## config.mk

```make
export PLATFORM = sky130hd
export DESIGN_NAME = display_scan_controller
export DESIGN_NICKNAME = d
export VERILOG_FILES = /design/src/rtl/display_scan_controller.sv
export SDC_FILE = /design/constraint.sdc
export NUM_CORES = 1
export LEC_CHECK = 0
export ABC_AREA = 1
export CORE_MARGIN = 2
export CORE_UTILIZATION = 40
export DETAILED_ROUTE_END_ITERATION = 10
export PLACE_DENSITY = 0.66
export SYNTH_ARGS = -nofsm -noshare
export SYNTH_HDL_FRONTEND = slang
export SYNTH_SLANG_ARGS = --single-unit
```

## constraint.sdc

```tcl
create_clock -name clk -period 2.24 [get_ports clk]
set_input_delay 0.224 -clock clk [delete_from_list [all_inputs] [get_ports clk]]
set_output_delay 0.224 -clock clk [all_outputs]
set_load 0.005 [all_outputs]
```

## src/rtl/display_scan_controller.sv

```systemverilog
// display_scan_controller: time-multiplexed six-digit seven-segment scanner.
// Each digit gets a dark guard interval (BLANK) followed by a lit interval (SHOW).
// The digit values are latched once per frame so a frame never mixes old and new time.
// Optional build macro: DISPLAY_BLINK_EN adds blink_mask and a frame-based blink phase.
module display_scan_controller #(
  parameter int REFRESH_DIV  = 50000,
  parameter int BLANK_CYCLES = 500,
  parameter int BLINK_FRAMES = 64
) (
  input  logic        clk,
  input  logic        reset,
  input  logic        enable,
  input  logic [23:0] digits,
  input  logic [5:0]  blank_mask,
`ifdef DISPLAY_BLINK_EN
  input  logic [5:0]  blink_mask,
`endif
  output logic [3:0]  digit_out,
  output logic [5:0]  anode_n,
  output logic        frame_done
);

  localparam int MAXC = (REFRESH_DIV > BLANK_CYCLES) ? REFRESH_DIV : BLANK_CYCLES;
  localparam int CW   = (MAXC > 1) ? $clog2(MAXC) : 1;

  typedef enum logic [1:0] {IDLE, BLANK, SHOW} state_t;

  state_t      state_q, state_d;
  logic [2:0]  idx_q, idx_d;
  logic [CW-1:0] cnt_q, cnt_d;
  logic [23:0] snap_q, snap_d;
  logic [5:0]  anode_d;
  logic [3:0]  digit_d;
  logic        fdone_d;
  logic        dark_slot;

  // Nibbles above 9 are not BCD; send the decoder its dark code instead.
  function automatic logic [3:0] bcd_or_dark(input logic [3:0] nib);
    return (nib > 4'd9) ? 4'hF : nib;
  endfunction

`ifdef DISPLAY_BLINK_EN
  localparam int FW = (BLINK_FRAMES > 1) ? $clog2(BLINK_FRAMES) : 1;
  logic          blink_ph_q, blink_ph_d;
  logic [FW-1:0] fcnt_q, fcnt_d;

  // Blink phase toggles after every BLINK_FRAMES completed frames.
  always_comb begin
    blink_ph_d = blink_ph_q;
    fcnt_d     = fcnt_q;
    if (fdone_d) begin
      if (fcnt_q == FW'(BLINK_FRAMES - 1)) begin
        fcnt_d     = '0;
        blink_ph_d = ~blink_ph_q;
      end else begin
        fcnt_d = fcnt_q + 1'b1;
      end
    end
  end

  // Blink state registers.
  always_ff @(posedge clk) begin
    if (reset) begin
      blink_ph_q <= 1'b0;
      fcnt_q     <= '0;
    end else begin
      blink_ph_q <= blink_ph_d;
      fcnt_q     <= fcnt_d;
    end
  end

  assign dark_slot = blank_mask[idx_d] | (blink_ph_q & blink_mask[idx_d]);
`else
  assign dark_slot = blank_mask[idx_d];
`endif

  // Next-state logic; outputs are derived from the next state so they register in step with it.
  always_comb begin
    state_d = state_q;
    idx_d   = idx_q;
    cnt_d   = cnt_q + 1'b1;
    snap_d  = snap_q;
    if (!enable) begin
      state_d = IDLE;
      idx_d   = 3'd0;
      cnt_d   = '0;
    end else begin
      case (state_q)
        IDLE: begin
          state_d = BLANK;
          idx_d   = 3'd0;
          cnt_d   = '0;
        end
        BLANK: begin
          if (cnt_q == CW'(BLANK_CYCLES - 1)) begin
            state_d = SHOW;
            cnt_d   = '0;
          end
        end
        SHOW: begin
          if (cnt_q == CW'(REFRESH_DIV - 1)) begin
            state_d = BLANK;
            idx_d   = (idx_q == 3'd5) ? 3'd0 : idx_q + 3'd1;
            cnt_d   = '0;
          end
        end
        default: begin
          state_d = IDLE;
          idx_d   = 3'd0;
          cnt_d   = '0;
        end
      endcase
    end
    // Latch a fresh frame of digits only when a new frame starts.
    if (state_d == BLANK && idx_d == 3'd0 && state_q != BLANK)
      snap_d = digits;

    anode_d = 6'b111111;
    digit_d = 4'hF;
    fdone_d = 1'b0;
    if (state_d == SHOW) begin
      digit_d = bcd_or_dark(snap_d[{idx_d, 2'b00} +: 4]);
      if (!dark_slot)
        anode_d = ~(6'b000001 << idx_d);
      fdone_d = (idx_d == 3'd5) && (cnt_d == CW'(REFRESH_DIV - 1));
    end
  end

  // State, snapshot and registered outputs; reset darkens the display on the same edge.
  always_ff @(posedge clk) begin
    if (reset) begin
      state_q    <= IDLE;
      idx_q      <= 3'd0;
      cnt_q      <= '0;
      snap_q     <= '0;
      anode_n    <= 6'b111111;
      digit_out  <= 4'hF;
      frame_done <= 1'b0;
    end else begin
      state_q    <= state_d;
      idx_q      <= idx_d;
      cnt_q      <= cnt_d;
      snap_q     <= snap_d;
      anode_n    <= anode_d;
      digit_out  <= digit_d;
      frame_done <= fdone_d;
    end
  end

endmodule

```

==> metrics.md, run 1 <==
| Metric | Value |
|---|---|
| Pre-antenna DRT Iters | 4 |
| Top_reg_cell synth | dfxtp_1 |
| Power Density | 460 nW/um2 |
| CP Buf/Inv Count | 3 |
| Synthesized flop and latch total | 56 |
| Syn avg cell area | between 7 and 8 um2 |
| Core area | around 7300 um2 |
| Wire length on met1 | about 3500 um |
| Initial antenna violation count | 0 |
| Largest net degree at the start of global routing | 32 |
| Io pins | 44 |
| Initial drt markers | 131 |
| EDFF count, synth | 0 |
| Num rows | 31 |
| CP max FO | 8 |
| Vias | around 3100 |
| Hold Fails Final Rpt | 0 |
| Maxcap violations | 0 |
| DRT Wirelength | around 8400 um |
| First-pass GRT wire length | ~13000 um |
| Max Fclk | 389 MHz |
| Post-route cell area | approximately 4700 um2 |
| Synth Instances | 421 |
| CP Class | flop to flop |
| Skew-Pair Late Insertion Delay | approximately 0.32 ns |
| Max Buffers Root-to-Sink | 2 |
| Max stage delay on crit path | about 0.37 ns |
| Port Buffers | 43 |
| Seq pwr share | 0.477 |
| Clock share of power | 0.359 |
| CP Launch Type | flop |
| Layout cell share with drive strength beyond 1 | 0.375 |
| Total track usage | 0.198 |
| Ys async rst share | 0 |
| CTS tree | done |
| Setup ws final | -0.334 ns |
| Met2 wire len | 4550 um |
| Worst-margin pin slew | roughly 0.4 ns |
| Starting density of the core | 0.415 |
| Library cells used by synthesis | 37 |
| Reg clk slew, reported paths | 0.11 ns |
| Total power | approximately 2.2 mW |
| Crit path DAT | roughly 2.8 ns |
| HPWL after DPL | 6050 um |
| Final Non-Filler Cells | 664 |
| Critical Path Sink Type | flop |
| Net Sw Power | roughly 0.5 mW |
| Comb power frac | 0.164 |
| RSZ-0062 raised after global routing | true |
| # diodes | 0 |
| Inst Count DP | about 640 |
| Relative slew margins | 0.731 |
| CTS root buf | clkbuf_8 |
| Area growth from synthesis to layout | 57.3% |
| Die W | about 91 um |
| Crit path max-delay family | simple AND/OR/NAND/NOR gates |
| Remaining DRCs | 0 |
| DR top layer | met4 |
| Final period util | 1.15 |
| Min-Delay Path Class | input port to flop |
| Vias in the first global route | slightly above 3000 |
| # clock sinks | 56 |
| Routed Antenna Nets | 0 |
| Status | finished, violations left |
| Worst EP required | roughly 2.5 ns |
| RD Place Congestion | between 0.8 and 0.9 |
| Sw Ratio | 0.236 |
| Average wire per standard cell | between 10 and 15 um |
| Max-slew violations | 0 |
| Met3 wire length | around 230 um |
| Die Area | approximately 8200 um2 |
| Cts bufs inserted | 5 |
| Leakage | between 2 and 2.5 nW |
| Setup violations, final | 11 |
| Post-synth net total | 459 |
| Internal power | between 1.5 and 2 mW |
| Placed cell area | 4150 um2 |
| H-tree depth | 2 |
| Via density | about 4.7 |
| Peak supply drop | 0.247 mV |
| Slowest cell on the critical path | dfxtp_2 |
| Total global routing overflow | 0 |
| Yosys warning total | 0 |
| Final clock skew | 0.0103 ns |
| Failing checks | setup timing |
| Min cycle time layout | around 2.6 ns |
| Die Y | 90.7 um |
| Final nets | 603 |
| Netlist Area Pre-Place | about 3000 um2 |
| Critical-path cell list | ha_4 > nand3_4 > nor2_4 > nand2_4 > nand2_4 > nand3_4 > nand3_4 > nand2_4 > nor2_8 > nand2_8 > buf_6 > buf_6 > o21ai_4 > o22ai_2 > nor2_2 > buf_4 > nand3_2 > nand2_2 > nand3_1 |
| Seq/Total Area, Yosys | 0.373 |
-- worst paths after layout --
path / start / end / slack (ns) / depth (start not counted)
worst max-delay path: cnt_q[1] / digit_out[1] / -0.33 / 19
worst min-delay path: reset / state_q[1] / 0.48 / 2
worst max register to register: cnt_q[1] / digit_out[1] / -0.33 / 19
worst min register to register: snap_q[15] / snap_q[15] / 0.49 / 2
-- stage by stage --
stage          utilization  setup slack, ns  hold slack (ns)  TNS [ns]
6_report             0.653           -0.334            0.483     -1.99
3_5_place_dp         0.572           -0.378            0.469     -2.81
5_1_grt              0.653           -0.537            0.505     -4.21
4_1_cts              0.612           -0.267            0.480     -1.73
3_3_place_gp         0.572           -0.293            0.456     -2.03
2_1_floorplan            -          -0.0960            0.308    -0.288
-- cell usage in the layout, fill, tap and decap left out, types with 4 or more instances in the layout --
| master | instances |
|---|---|
| nand2_2 | 18 |
| nand3_2 | 16 |
| buf_6 | 9 |
| dfxtp_1 | 48 |
| buf_4 | 93 |
| o21ai_1 | 4 |
| nand3b_1 | 6 |
| inv_1 | 45 |
| o211ai_1 | 4 |
| nand2_1 | 86 |
| nand3_1 | 36 |
| nor2_1 | 46 |
| nand3_4 | 4 |
| clkbuf_8 | 5 |
| nand2_4 | 7 |
| xnor2_1 | 4 |
| dfxtp_2 | 7 |
| nor2_2 | 13 |
| o21ai_0 | 6 |
| inv_2 | 6 |
| xor2_1 | 5 |
| nor2_4 | 8 |
| clkdlybuf4s50_1 | 43 |
| a21oi_1 | 9 |
-- metal layers --
metal | global-route usage | vias up
li1 | - | 1622
met1 | 0.231 | 1456
met2 | 0.371 | 55
met3 | 0.0292 | 13
met4 | 0.0590 | 0
met5 | 0 | -
-- cell families (layout without fill, tap and decap cells) --
kind of cell / after synthesis / count (layout) / synth area share
and+or+nand+nor: 254 / 254 / 0.416
buffers and inverters: 64 / 208 / 0.0956
AOI/OAI and AO/OA: 33 / 33 / 0.0690
DFF: 56 / 56 / 0.373
xor gates and xnor gates: 9 / 9 / 0.0262
adders and majority gates: 5 / 5 / 0.0208
-- repair_timing --
item,4_1_cts,5_1_grt
cloned,0,0
hold buffers,0,0
setup buffers,7,15
endpoints found under the setup margin,12,12
resized for setup,29,57
pin swaps,9,27
-- synth_stat cells, types with 4 or more instances --
master | count | area (um2)
nand3_1 | 48 | 240
a21oi_1 | 10 | 50.1
nand2_1 | 100 | 375
nand3b_1 | 6 | 45.0
dfxtp_1 | 56 | 1120
nand2_4 | 4 | 45.0
o21ai_0 | 8 | 40.0
nor2_2 | 6 | 37.5
ha_1 | 5 | 62.6
o211ai_1 | 4 | 30.0
xor2_1 | 5 | 43.8
nand2_2 | 7 | 43.8
buf_6 | 4 | 45.0
nor2_1 | 59 | 221
clkbuf_1 | 5 | 18.8
inv_1 | 50 | 188
o21ai_1 | 6 | 30.0
nand3_2 | 6 | 60.1
xnor2_1 | 4 | 35.0
-- flip-flops by register name, indices dropped and copies added, names as in the netlist --
| signal | flops |
|---|---|
| anode_n | 6 |
| state_q | 2 |
| idx_q | 3 |
| snap_q | 24 |
| digit_out | 4 |
| cnt_q | 16 |
| frame_done | 1 |
-- power by group through the flow --
stage          registers [mW]  logic, mW  clock network (mW)
6_report                 1.04      0.357               0.783
3_5_place_dp             1.06      0.305                   0
2_1_floorplan            1.06      0.160                   0
3_3_place_gp             1.06      0.298                   0
5_1_grt                  1.04      0.392               0.822
4_1_cts                  1.04      0.320               0.789
-- cell type report --
type	count	area, um2
fill	617	2520
multi-input combinational	301	1870
timing repair buffer	147	1270
sequential	56	1130
inverter	54	206
tap	99	124
clock buffer	5	68.8
clock inverter	2	60.1
-- worst reg2reg max path: cells and delay by family (launching register included) --
family / cells / cell delay [ns]
buffers and inverters: 3 / 0.39
AND/OR/NAND/NOR: 13 / 1.33
flip-flops: 1 / 0.37
adder cells (fa/ha/maj): 1 / 0.16
AO/OA/AOI/OAI: 2 / 0.22
Note: power is estimated with default switching activity, not from simulation.
==> run 2: changes to the inputs <==
SLEW_MARGIN = 0   (was default)
TNS_END_PERCENT = 50   (was default)
==> run 2 against run 1 <==
The flow still finishes with violations (setup timing). Setup slack lost 0.020 ns. Global-route usage is 0.40 points lower. Register-to-register slack lost 0.02 ns. First-iteration DRC count fell by 27%. Design area is 2.2% lower. Clock power barely moved. Sequential share of layout area is 0.55 points higher. Critical endpoint unchanged. Largest power group unchanged.
==> metrics.md, run 2 (synthesized netlist as in run 1, its figures left out) <==
| Metric | Value |
|---|---|
| Io pins | 44 (unchanged) |
| Pre-antenna DRT Iters | 4 (unchanged) |
| Largest regs | snap_q x24, cnt_q x16, anode_n x6 |
| Average wire per standard cell | 12.6 um (-0.22%) |
| CP Launch Type | flop |
| Remaining DRCs | 0 (unchanged) |
| Die W | 90.7 um (unchanged) |
| Max Buffers Root-to-Sink | 2 (unchanged) |
| Via density | 4.72 (-0.48%) |
| Critical Path Sink Type | flop |
| Total track usage | 0.194 (-0.00405) |
| Skew-Pair Late Insertion Delay | 0.32 ns (about the same) |
| Relative slew margins | 0.728 (-0.00377) |
| Largest Register | snap_q |
| Crit path DAT | 2.81 ns (+0.02 ns) |
| Most common cell after layout, fill and taps aside | nand2_1 |
| Clock share of power | 0.360 (about the same) |
| Failing checks | setup timing |
| Final period util | 1.16 (+0.00885) |
| Final clock skew | 0.00959 ns (-0.000754 ns) |
| Leakage | 2.01 nW (-2.7%) |
| Inst Count DP | 635 (unchanged) |
| Vias | 3098 (-1.5%) |
| RD Place Congestion | 0.892 (unchanged) |
| # clock sinks | 56 (unchanged) |
| Initial antenna violation count | 0 (unchanged) |
| DRT Wirelength | 8310 um (-1.3%) |
| # diodes | 0 (unchanged) |
| Hold Buf Count CTS | 0 (unchanged) |
| CTS root buf | clkbuf_8 |
| Min cycle time layout | 2.59 ns (+0.0198 ns) |
| Comb power frac | 0.163 (about the same) |
| Maxcap violations | 0 (unchanged) |
| CP max FO | 6 (-2) |
| First-pass GRT wire length | 13100 um (-2.1%) |
| Area growth from synthesis to layout | 53.8% |
| Vias in the first global route | 3066 (-0.20%) |
| Initial drt markers | 96 (-27%) |
| CP Class | flop to flop |
| Peak supply drop | 0.246 mV (-0.58%) |
| Final core utilization | 0.638 (-0.0147) |
| Setup ws final | -0.353 ns (-0.0198 ns) |
| Filler cells | 635 (+2.9%) |
| Starting density of the core | 0.415 (unchanged) |
| Routed Antenna Nets | 0 (unchanged) |
| CTS tree | done |
| RSZ-0062 raised after global routing | true |
| Port Buffers | 43 (unchanged) |
| Seq pwr share | 0.477 (about the same) |
| Die Y | 90.7 um (unchanged) |
| Layout cell share with drive strength beyond 1 | 0.346 (-0.0293) |
| Largest net degree at the start of global routing | 32 (unchanged) |
| Setup TNS | -2.13 ns (-0.138 ns) |
| Max Fclk | 386 MHz (-0.76%) |
| Total global routing overflow | 0 (unchanged) |
| Sw Ratio | 0.238 (+0.00159) |
| Setup violations, final | 10 (-1) |
| Core area | 7250 um2 (unchanged) |
| Max FFs per register | 24 (unchanged) |
| Status | finished, violations left |
| Max-slew violations | 0 (unchanged) |
| Worst Hold Margin | 0.487 ns (+0.00344 ns) |
| Num rows | 31 (unchanged) |
| Reg clk slew, reported paths | 0.11 ns (about the same) |
| H-tree depth | 2 (unchanged) |
| Setup WS pre-CTS | -0.378 ns (unchanged) |
| Die Area | 8230 um2 (unchanged) |
| Internal power | 1.66 mW (-0.15%) |
| Net Sw Power | 0.519 mW (+0.73%) |
| Min-Delay Path Class | flop to flop |
| Worst EP required | 2.46 ns (about the same) |
| HPWL after DPL | 6050 um (unchanged) |
| Commonest cells after routing, fill and taps aside | 88 x nand2_1, 87 x buf_4, 48 x inv_1, 48 x dfxtp_1, 47 x nor2_1 |
| Worst-margin pin slew | 0.409 ns (+0.00565 ns) |
| Cts bufs inserted | 5 (unchanged) |
| Power Density | 471 nW/um2 (+2.4%) |
| Final nets | 596 (-1.2%) |
| Final Non-Filler Cells | 657 (-1.1%) |
| Hold Fails Final Rpt | 0 (unchanged) |
-- run 2: cell count changes in the layout (fill, tap and decap cells not counted), moves of 2 or more --
cell and change:
inv_1 +3, nand3_1 +5, nand2_1 +2, buf_4 -6
nand2_2 -3, inv_2 -3, nand3_2 -4
-- run 2: through the flow --
stage | area, um2 | power [mW]
2_1_floorplan | 3050 | 1.22
3_3_place_gp | 4150 | 1.36
3_5_place_dp | 4150 | 1.37
4_1_cts | 4410 | 2.15
5_1_grt | 4630 | 2.25
6_report | 4630 | 2.18
-- run 2: worst paths after layout --
check	start	to	slack, ns	depth (start not counted)
max	cnt_q[13]	digit_out[1]	-0.35	20
min	snap_q[15]	snap_q[15]	0.49	2
max reg2reg	cnt_q[13]	digit_out[1]	-0.35	20
min reg2reg	snap_q[15]	snap_q[15]	0.49	2
-- run 2: final cells by class --
class	instances	area (um2)	share of cell area
tap	99	124	0.0268
timing repair buffer	140	1210	0.262
clock inverter	2	60.1	0.0130
clock buffer	5	68.8	0.0149
multi-input combinational	301	1820	0.393
sequential	56	1130	0.245
inverter	54	206	0.0446
-- run 2: critical path, stage by stage (launching register included) --
cell and delay, ns:
dfxtp_1 0.35, nor2_4 0.16, nand2_2 0.10, nor2_4 0.16, nand2_4 0.10, nand2_4 0.09
nand3_4 0.07, nand3_4 0.08, nand2_4 0.07, nor2_8 0.20, buf_12 0.14, buf_4 0.11
nand3_1 0.12, nand3_2 0.10, nand2_1 0.06, o21ai_1 0.17, nand2_1 0.11, inv_1 0.08
nand3_2 0.07, nand2_2 0.09, nand3_1 0.07
-- run 2: per-layer routing --
layer | track usage | share of wire | up-vias
li1 | - | - | 1606
met1 | 0.222 | 0.42 | 1424
met2 | 0.364 | 0.54 | 56
met3 | 0.0301 | 0.031 | 12
met4 | 0.0628 | 0.018 | 0
met5 | 0 | 0 | -
-- run 2: timing repair --
item,4_1_cts,5_1_grt
gates resized for setup,22,49
setup endpoints to repair,12,12
setup buffers,7,8
pin swaps,9,19
gates cloned,0,0
-- run 2: power by group through the flow --
stage	registers (mW)	clock network, mW	logic [mW]
detailed placement	1.06	0	0.305
finish	1.04	0.785	0.356
global route	1.04	0.823	0.390
CTS	1.04	0.789	0.319
floorplan	1.06	0	0.160
global placement	1.06	0	0.298
==> run 3: changes to the inputs <==
ABC_CLOCK_PERIOD_IN_PS = 2240   (was default)
SKIP_LAST_GASP = 1   (was default)
==> run 3 against run 2 <==
The flow still finishes with violations (setup timing). Register-to-register slack hardly changed. Clock power hardly changed. Die area did not move. Hold slack got worse by 0.0054 ns. Via count rose by 0.32%. Maximum frequency down 0.12%. Highest routed layer unchanged.
==> metrics.md, run 3 (synthesized netlist as in run 1, its figures left out) <==
| Metric | Value |
|---|---|
| Status | finished, violations left |
| Failing checks | setup timing |
| Layout cell share with drive strength beyond 1 | 0.333 (-0.0131) |
| Port Buffers | 43 (unchanged) |
| Worst EP required | 2.46 ns (about the same) |
| Crit path DAT | 2.82 ns (about the same) |
| Routed Antenna Nets | 0 (unchanged) |
| Skew-Pair Late Insertion Delay | 0.32 ns (about the same) |
| Met2 wire len | 4390 um (-1.2%) |
| Worst-margin pin slew | 0.621 ns (+0.213 ns) |
| Met3 wire length | 259 um (+0.39%) |
| Via density | 4.72 (+0.17%) |
| Total global routing overflow | 0 (unchanged) |
| Remaining DRCs | 0 (unchanged) |
| Wire length on met1 | 3440 um (-0.38%) |
| Starting density of the core | 0.415 (unchanged) |
| Hold Buf Count CTS | 0 (unchanged) |
| Power Density | 474 nW/um2 (+0.64%) |
| Reg2Reg Depth | 21 (+5.0%) |
| Filler cells | 643 (+1.3%) |
| R2r setup slk | -0.36 ns (about the same) |
| Hold path cells | 2 (unchanged) |
| Critical-path cell list | ha_4 > nand3_4 > nor2_4 > nand2_4 > nand2_4 > nand3_4 > nand3_4 > nand2_4 > nor2_8 > buf_6 > nand3b_1 > nand3_1 > nand2_1 > nor2_2 > nor2_2 > nor2_2 > nand2_1 > nand2_1 > nand2_1 > nand2_2 > nand3_2 |
| RD Place Congestion | 0.892 (unchanged) |
| Hold_sp | reset |
| Initial drt markers | 92 (-4.2%) |
| Total track usage | 0.193 (-0.000704) |
| Largest Register | snap_q |
| Min-Delay Path Class | input port to flop |
| Slowest cell on the critical path | dfxtp_2 |
| Leakage | 2.00 nW (-0.35%) |
| Placed cell area | 4150 um2 (unchanged) |
| Max stage delay on crit path | 0.37 ns (+0.02 ns) |
| CP Launch Type | flop |
| Max Buffers Root-to-Sink | 2 (unchanged) |
| Largest regs | snap_q x24, cnt_q x16, anode_n x6 |
| DRT Wirelength | 8240 um (-0.83%) |
| # diodes | 0 (unchanged) |
| Relative slew margins | 0.586 (-0.142) |
| Hold Fails Final Rpt | 0 (unchanged) |
| H-tree depth | 2 (unchanged) |
| Max Fclk | 385 MHz (-0.12%) |
| Min cycle time layout | 2.60 ns (+0.00309 ns) |
| Total power | 2.18 mW (about the same) |
| Setup WS pre-CTS | -0.378 ns (unchanged) |
| CP Class | flop to flop |
| CP max FO | 6 (unchanged) |
| Most common cell after layout, fill and taps aside | nand2_1 |
| Pre-antenna DRT Iters | 4 (unchanged) |
| Worst r2r src | cnt_q[1] |
| Area growth from synthesis to layout | 52.7% |
| RSZ-0062 raised after global routing | true |
| Die W | 90.7 um (unchanged) |
| Post-route cell area | 4590 um2 (-0.70%) |
| Initial antenna violation count | 0 (unchanged) |
| Worst Hold Margin | 0.481 ns (-0.00537 ns) |
| First-pass GRT wire length | 13000 um (-0.37%) |
| Io pins | 44 (unchanged) |
| Vias in the first global route | 3060 (-0.20%) |
| Final clock skew | 0.00959 ns (-0.00000239 ns) |
| CTS root buf | clkbuf_8 |
| Maxcap violations | 0 (unchanged) |
| Commonest cells after routing, fill and taps aside | 94 x nand2_1, 87 x buf_4, 50 x dfxtp_1, 49 x nor2_1, 46 x inv_1 |
| Peak supply drop | 0.249 mV (+1.3%) |
| Largest net degree at the start of global routing | 32 (unchanged) |
| Hold EP | state_q[1] |
| Cts bufs inserted | 5 (unchanged) |
| Core area | 7250 um2 (unchanged) |
| Reg clk slew, reported paths | 0.11 ns (about the same) |
| Reg2Reg Capture Point | digit_out[0] |
| Setup violations, final | 10 (unchanged) |
| DR top layer | met4 |
| Die Area | 8230 um2 (unchanged) |
| Max-slew violations | 0 (unchanged) |
| Max FFs per register | 24 (unchanged) |
| # clock sinks | 56 (unchanged) |
| Vias | 3108 (+0.32%) |
| Final period util | 1.16 (+0.00138) |
| Average wire per standard cell | 12.5 um (-0.98%) |
| Final nets | 597 (+0.17%) |
| Setup ws final | -0.356 ns (-0.00309 ns) |
| Critical Path Sink Type | flop |
| Die Y | 90.7 um (unchanged) |
| CP dominant cell by count | nand2_1 |
| Num rows | 31 (unchanged) |
| CTS tree | done |
| HPWL after DPL | 6050 um (unchanged) |
-- run 3: cell count changes in the layout (fill, tap and decap cells not counted), moves of 2 or more --
| cell | before | now |
|---|---|---|
| nor2_1 | 47 | 49 |
| o21ai_2 | 2 | 5 |
| inv_2 | 3 | 6 |
| nand2_2 | 15 | 10 |
| dfxtp_1 | 48 | 50 |
| o21ai_1 | 5 | 3 |
| dfxtp_2 | 7 | 5 |
| inv_1 | 48 | 46 |
| nand2_1 | 88 | 94 |
-- run 3: how the worst max path moves through the flow --
stage,start,to,slack [ns],cells after the start
2_1_floorplan,cnt_q[0],digit_out[0],-0.1,21
3_3_place_gp,state_q[0],digit_out[1],-0.29,18
3_5_place_dp,cnt_q[10],digit_out[1],-0.38,21
4_1_cts,cnt_q[0],digit_out[1],-0.28,21
5_1_grt,cnt_q[1],digit_out[1],-0.56,20
6_report,cnt_q[1],digit_out[0],-0.36,21
-- run 3: report_power, final --
group	leakage [nW]	switching [mW]	internal, mW	total, mW
clock network	0.0642	0.345	0.441	0.785
logic	1.48	0.163	0.192	0.355
registers	0.460	0.00969	1.03	1.04
total	2.00	0.518	1.66	2.18
-- run 3: layer usage --
| layer | GRT usage | vias to the layer above |
|---|---|---|
| li1 | - | 1613 |
| met1 | 0.220 | 1428 |
| met2 | 0.364 | 54 |
| met3 | 0.0301 | 13 |
| met4 | 0.0628 | 0 |
| met5 | 0 | - |
-- run 3: metrics by stage --
step / utilization / setup TNS, ns / std cells
2_1_floorplan: - / -0.288 / 421
3_3_place_gp: 0.572 / -2.03 / 635
3_5_place_dp: 0.572 / -2.81 / 635
4_1_cts: 0.605 / -2.10 / 649
5_1_grt: 0.633 / -4.40 / 658
6_report: 0.633 / -2.21 / 658
-- run 3: layout make-up --
cell class	count	area, um2	share of cell area
clock inverters	2	60.1	0.0131
well taps	99	124	0.0270
clock buffers	5	68.8	0.0150
multi-input cells	302	1790	0.390
flip-flops and latches	56	1130	0.246
repair buffers	140	1210	0.264
inverters	54	204	0.0444
-- run 3: worst max-delay path, delay by kind of cell (launching register included) --
kind / cells / cell delay [ns]
fa+ha+maj: 1 / 0.16
buf+inv: 1 / 0.15
flops: 1 / 0.37
simple gates: 19 / 1.81
-- run 3: timing repair --
| action | in CTS | in global routing |
|---|---|---|
| setup buffers | 7 | 8 |
| cloned | 0 | 1 |
| endpoints found under the setup margin | 12 | 14 |
| resized for setup | 18 | 39 |
| pin swaps | 9 | 23 |
